--- config.mk ---
export PLATFORM = sky130hd
export DESIGN_NAME = counter_read_latch_flat
export DESIGN_NICKNAME = d
export VERILOG_FILES = /design/src/rtl/counter_read_latch_if.sv /design/src/rtl/counter_read_latch.sv /design/src/flat_wrapper.sv
export SDC_FILE = /design/constraint.sdc
export NUM_CORES = 1
export LEC_CHECK = 0
export CORE_ASPECT_RATIO = 0.6
export CORE_MARGIN = 2
export CORE_UTILIZATION = 45
export DETAILED_ROUTE_END_ITERATION = 10
export PLACE_DENSITY_LB_ADDON = 0.12
export SETUP_SLACK_MARGIN = 0.4
export SYNTH_ARGS = -nofsm -noshare
export SYNTH_HDL_FRONTEND = slang
export SYNTH_SLANG_ARGS = --single-unit
--- constraint.sdc ---
create_clock -name CLK -period 1.88 [get_ports CLK]
set_input_delay 0.188 -clock CLK [delete_from_list [all_inputs] [get_ports CLK]]
set_output_delay 0.188 -clock CLK [all_outputs]
set_load 0.1 [all_outputs]
--- src/rtl/counter_read_latch_if.sv ---
// CPU-side bus of one 8254 counter read path: command/read strobes in, read data and latch flags out.
`timescale 1ns/1ps
interface counter_read_latch_if;
  logic       cw_write;
  logic       latch_cmd;
  logic       rb_count;
  logic       rb_status;
  logic       rd_strobe;
  logic [7:0] data_out;
  logic       count_latched;
  logic       status_latched;

  modport master (
    output cw_write, latch_cmd, rb_count, rb_status, rd_strobe,
    input  data_out, count_latched, status_latched
  );

  modport slave (
    input  cw_write, latch_cmd, rb_count, rb_status, rd_strobe,
    output data_out, count_latched, status_latched
  );
endinterface

--- src/rtl/counter_read_latch.sv ---
// 8254 counter read path: output latch, status latch and RW-mode byte sequencing.
// Define READBACK_EN to enable the read-back command (rb_count / rb_status and the status latch).
`timescale 1ns/1ps
module counter_read_latch #(
  parameter int unsigned COUNT_W   = 16,
  parameter logic [7:0]  IDLE_DATA = 8'h00
) (
  input  logic               CLK,
  input  logic               RESET,
  input  logic [5:0]         control_word,
  input  logic [COUNT_W-1:0] count_value,
  input  logic               OUT,
  input  logic               null_count,
  counter_read_latch_if.slave bus
);

  localparam int unsigned NBYTES = COUNT_W / 8;

  typedef enum logic {
    PTR_LSB = 1'b0,
    PTR_MSB = 1'b1
  } byte_ptr_t;

  byte_ptr_t          ptr_reg, ptr_next;
  logic [COUNT_W-1:0] ol_reg, ol_next;
  logic               count_latched_reg, count_latched_next;
  logic [7:0]         data_out_reg, data_out_next;
  logic [7:0]         ol_byte [NBYTES];
  logic [1:0]         rw;
  logic               latch_req;
  logic               status_read;
  logic               read_clears;
  logic               status_latched_q;
  logic [7:0]         status_byte_q;

  generate
    for (genvar gi = 0; gi < NBYTES; gi++) begin : g_ol_byte
      assign ol_byte[gi] = ol_reg[8*gi +: 8];
    end
  endgenerate

  assign rw          = control_word[5:4];
  assign status_read = bus.rd_strobe & status_latched_q;

`ifdef READBACK_EN
  logic       status_latched_reg, status_latched_next;
  logic [7:0] status_byte_reg, status_byte_next;

  assign latch_req = bus.latch_cmd | bus.rb_count;

  // A pending status byte is consumed by the read before a new rb_status can latch again.
  always_comb begin
    status_latched_next = status_latched_reg;
    status_byte_next    = status_byte_reg;
    if (bus.cw_write) begin
      status_latched_next = 1'b0;
    end else if (status_read) begin
      status_latched_next = 1'b0;
    end else if (bus.rb_status && !status_latched_reg) begin
      status_byte_next    = {OUT, null_count, control_word};
      status_latched_next = 1'b1;
    end
  end

  always_ff @(posedge CLK or posedge RESET) begin
    if (RESET) begin
      status_latched_reg <= 1'b0;
      status_byte_reg    <= 8'h00;
    end else begin
      status_latched_reg <= status_latched_next;
      status_byte_reg    <= status_byte_next;
    end
  end

  assign status_latched_q = status_latched_reg;
  assign status_byte_q    = status_byte_reg;
`else
  logic unused_readback;

  assign unused_readback  = ^{bus.rb_count, bus.rb_status, OUT, null_count};
  assign latch_req        = bus.latch_cmd;
  assign status_latched_q = 1'b0;
  assign status_byte_q    = IDLE_DATA;
`endif

  always_comb begin
    ptr_next           = ptr_reg;
    ol_next            = ol_reg;
    count_latched_next = count_latched_reg;
    data_out_next      = data_out_reg;
    read_clears        = 1'b0;
    if (bus.cw_write) begin
      ptr_next           = PTR_LSB;
      count_latched_next = 1'b0;
      ol_next            = count_value;
    end else begin
      if (!count_latched_reg) begin
        ol_next = count_value;
      end
      if (status_read) begin
        data_out_next = status_byte_q;
      end else if (bus.rd_strobe) begin
        case (rw)
          2'b01: begin
            data_out_next = ol_byte[0];
            read_clears   = 1'b1;
          end
          2'b10: begin
            data_out_next = ol_byte[1];
            read_clears   = 1'b1;
          end
          2'b11: begin
            if (ptr_reg == PTR_LSB) begin
              data_out_next = ol_byte[0];
              ptr_next      = PTR_MSB;
            end else begin
              data_out_next = ol_byte[1];
              ptr_next      = PTR_LSB;
              read_clears   = 1'b1;
            end
          end
          default: data_out_next = IDLE_DATA;
        endcase
      end
      if (read_clears) begin
        count_latched_next = 1'b0;
      end
      // A latch arriving with the read that releases the old latch re-arms it on the new count.
      if (latch_req && (!count_latched_reg || read_clears)) begin
        ol_next            = count_value;
        count_latched_next = 1'b1;
      end
    end
  end

  always_ff @(posedge CLK or posedge RESET) begin
    if (RESET) begin
      ptr_reg           <= PTR_LSB;
      ol_reg            <= '0;
      count_latched_reg <= 1'b0;
      data_out_reg      <= IDLE_DATA;
    end else begin
      ptr_reg           <= ptr_next;
      ol_reg            <= ol_next;
      count_latched_reg <= count_latched_next;
      data_out_reg      <= data_out_next;
    end
  end

  assign bus.data_out       = data_out_reg;
  assign bus.count_latched  = count_latched_reg;
  assign bus.status_latched = status_latched_q;

endmodule

--- src/flat_wrapper.sv ---
// flat-port wrapper written by rule: the top's interface ports become plain ports
module counter_read_latch_flat 
#(
  parameter int unsigned COUNT_W   = 16,
  parameter logic [7:0]  IDLE_DATA = 8'h00
)
  (CLK, RESET, control_word, count_value, OUT, null_count, bus_cw_write, bus_latch_cmd, bus_rb_count, bus_rb_status, bus_rd_strobe, bus_data_out, bus_count_latched, bus_status_latched);
  counter_read_latch_if bus_i ();
  input  logic CLK;
  input  logic RESET;
  input  logic [5:0] control_word;
  input  logic [COUNT_W-1:0] count_value;
  input  logic OUT;
  input  logic null_count;
  input wire logic [$bits(bus_i.cw_write)-1:0] bus_cw_write;
  input wire logic [$bits(bus_i.latch_cmd)-1:0] bus_latch_cmd;
  input wire logic [$bits(bus_i.rb_count)-1:0] bus_rb_count;
  input wire logic [$bits(bus_i.rb_status)-1:0] bus_rb_status;
  input wire logic [$bits(bus_i.rd_strobe)-1:0] bus_rd_strobe;
  output wire logic [$bits(bus_i.data_out)-1:0] bus_data_out;
  output wire logic [$bits(bus_i.count_latched)-1:0] bus_count_latched;
  output wire logic [$bits(bus_i.status_latched)-1:0] bus_status_latched;
  assign bus_i.cw_write = bus_cw_write;
  assign bus_i.latch_cmd = bus_latch_cmd;
  assign bus_i.rb_count = bus_rb_count;
  assign bus_i.rb_status = bus_rb_status;
  assign bus_i.rd_strobe = bus_rd_strobe;
  assign bus_data_out = bus_i.data_out;
  assign bus_count_latched = bus_i.count_latched;
  assign bus_status_latched = bus_i.status_latched;
  counter_read_latch #(.COUNT_W(COUNT_W), .IDLE_DATA(IDLE_DATA)) u_core (.CLK(CLK), .RESET(RESET), .control_word(control_word), .count_value(count_value), .OUT(OUT), .null_count(null_count), .bus(bus_i));
endmodule
==> impl_metrics.json <==
{
  "die_h_um": 44.8,
  "critPathSlowestCell": "mux2_4",
  "routed_wl_um": 2880,
  "dieArea_um2": 3220,
  "drv_cap": 0,
  "clk_path_buf_depth": 2,
  "slew_violations": 0,
  "clkTransAtPathRegs_ps": 80,
  "cts_tree": "built",
  "synth_top_area_share_pct": 52.2,
  "crit_arrival_ps": 1610,
  "avgRoutedWirePerCell_um": 17.0,
  "placedCellCount": 160,
  "rows": 14,
  "min_path_type": "input pin to register",
  "powerDensity_nw_per_um2": 898,
  "vias": 924,
  "clkSinkCount": 26,
  "yosysTopAreaCell": "dfrtp_1",
  "hpwl_um": 1870,
  "core_um2": 2570,
  "grt_remaining_overflow": 0,
  "rsz0062_at_grt": "false",
  "yosysSeqAreaShare_pct": 52.2,
  "num_io_pins": 41,
  "slowest_delay_ps": 290,
  "finClkSkew_ps": 4.97,
  "vdd_ir_drop_max_mv": 0.515,
  "grt_pass1_wl_um": 4850,
  "status": "completed",
  "syn_area_um2": 1250,
  "ant_nets": 0,
  "cts_buffers": 3,
  "required_ps": 2040,
  "synth_cells": 94,
  "ys_seq_elements": 26,
  "viasPerCell": 5.47,
  "end_kind": "register",
  "leakagePower_nw": 0.878,
  "cp-start-kind": "input pin",
  "cts_max_level": 1,
  "fin_util_pct": 70.3,
  "hold_viol_final": 0,
  "setup_violations": 0,
  "clock_latency_ps": 270,
  "layoutNonFillerInstCount": 169,
  "pre_cts_ws_ps": -93.4,
  "start_util_pct": 48.4,
  "grt_max_degree": 27,
  "fin_crit_ps": 1450,
  "nNetsFinal": 173,
  "path_class": "input pin to register",
  "fmax_ghz": 0.689,
  "diodes": 0,
  "die_x_um": 72.0,
  "drc": 0,
  "ctsHoldBuffers": 0,
  "fin_ws_ps": 429,
  "yosysWarnings": 0,
  "crit_chain": "clkdlybuf4s15_1 > inv_2 > ha_2 > a21oi_4 > o21bai_4 > buf_12 > buf_16 > mux2_4",
  "drt_iter0_drc": 40,
  "antenna_found_initial": 0,
  "groute.usage.overall_pct": 20.6,
  "synth_cell_type_count": 24,
  "period_share_pct": 77.2,
  "grt_pass1_vias": 1005,
  "synth_area_leaders": "dfrtp_1 (52%), mux2_4 (12%), a32oi_1 (5.6%), mux2_2 (5.4%), o211ai_1 (4.8%)",
  "area_delta_synth_final_pct": 45.1,
  "port_buffers": 31,
  "syn_area_per_cell_um2": 13.3,
  "drtPass1Iterations": 4,
  "critPathMaxFanout": 8,
  "syn_nets": 129,
  "drive_gt1_share_pct": 38.7,
  "routabilityCongestion": 0.737,
  "largest_reg_flops": 16,
  "cts-root-buf": "clkbuf_8"
}
==> cell usage after synthesis (all sizes together) <==
library cell / n
inv: 4
o21bai: 1
nor3b: 2
conb: 1
clkbuf: 3
ha: 4
a32oi: 8
o211ai: 8
a21o: 1
and2b: 1
nand2: 9
nor2: 1
o22ai: 1
buf: 3
mux2: 16
xor2: 1
a21oi: 1
nand3b: 1
nand2b: 2
dfrtp: 26
==> routing by layer <==
layer / vias up / share of wire [%] / GRT usage, %
li1: 427 / - / -
met2: 23 / 48 / 36.1
met4: 0 / 0.38 / 3.02
met1: 472 / 46 / 25.6
met5: - / 0 / 0
met3: 2 / 5.1 / 7.37
==> final cells by class <==
cell class	count	area (µm²)
flip-flops and latches	26	656
clock buffers	3	41.3
well taps	32	40.0
inverters	4	15.0
repair buffers	45	450
clock inverters	1	30.0
multi-input cells	58	578
fillers	185	764
==> power breakdown <==
group | switching [W] | total (W) | internal (W)
Combinational | 0.000324 | 0.000511 | 0.000188
Sequential | 0.0000386 | 0.000658 | 0.000620
Clock | 0.000171 | 0.000456 | 0.000285
Total | 0.000533 | 0.00163 | 0.00109
==> cell families (layout without fill, tap and decap cells) <==
| kind of cell | count (synthesis) | after routing | share of synthesized area (%) |
|---|---|---|---|
| mux | 16 | 16 | 17.5 |
| other cells | 1 | 1 | 0.301 |
| flops | 26 | 26 | 52.2 |
| simple gates | 16 | 16 | 7.42 |
| xor+xnor | 1 | 1 | 0.702 |
| fa+ha+maj | 4 | 4 | 4.01 |
| compound gates | 20 | 20 | 13.7 |
| buf+inv | 10 | 53 | 4.21 |
==> critical path, delay by kind of cell <==
| family | cells | cell delay [ps] |
|---|---|---|
| AOI/OAI and AO/OA | 2 | 260 |
| muxes | 1 | 290 |
| adders and majority gates | 1 | 280 |
| buffers and inverters | 4 | 570 |
==> worst paths after layout <==
path,from,to,slack (ps),cells after the start
min in group asynchronous,RESET,u_core.bus.data_out[0],270,3
max in group asynchronous,RESET,u_core.bus.count_latched,1340,3
setup / recovery,control_word[4],u_core.ol_reg[4],430,8
hold / removal,bus_cw_write,u_core.ptr_reg,230,2
hold reg to reg,u_core.bus.data_out[1],u_core.bus.data_out[1],500,2
setup reg to reg,u_core.ptr_reg,u_core.ol_reg[4],460,5
==> stage by stage <==
stage	TNS (ps)	area, µm²	power (W)	hold slack, ps
floorplan	0	1250	0.00100	228
global placement	-476	1620	0.00114	474
detailed placement	-987	1620	0.00114	482
CTS	0	1760	0.00163	276
global route	0	1810	0.00169	285
finish	0	1810	0.00163	232
==> cells in the final DEF, fill, tap and decap left out, types with 2 or more instances in the layout <==
cell | synthesis | final
ha_1 | 4 | 2
clkdlybuf4s50_1 | 0 | 18
a32oi_1 | 8 | 8
mux2_4 | 10 | 13
inv_1 | 4 | 2
nand2_1 | 9 | 9
buf_6 | 1 | 3
mux2_2 | 6 | 3
buf_4 | 2 | 17
o211ai_1 | 8 | 8
buf_12 | 0 | 2
inv_2 | 0 | 2
clkdlybuf4s15_1 | 0 | 2
dfrtp_1 | 26 | 24
clkbuf_8 | 0 | 3
==> repair_timing <==
| item | 4_1_cts | 5_1_grt |
|---|---|---|
| setup buffers | 2 | 2 |
| pin swaps | 3 | 2 |
| endpoints found under the setup margin | 24 | 16 |
| gates resized for setup | 11 | 9 |
| gates cloned | 1 | 0 |
(Power assumes the default switching activity.)
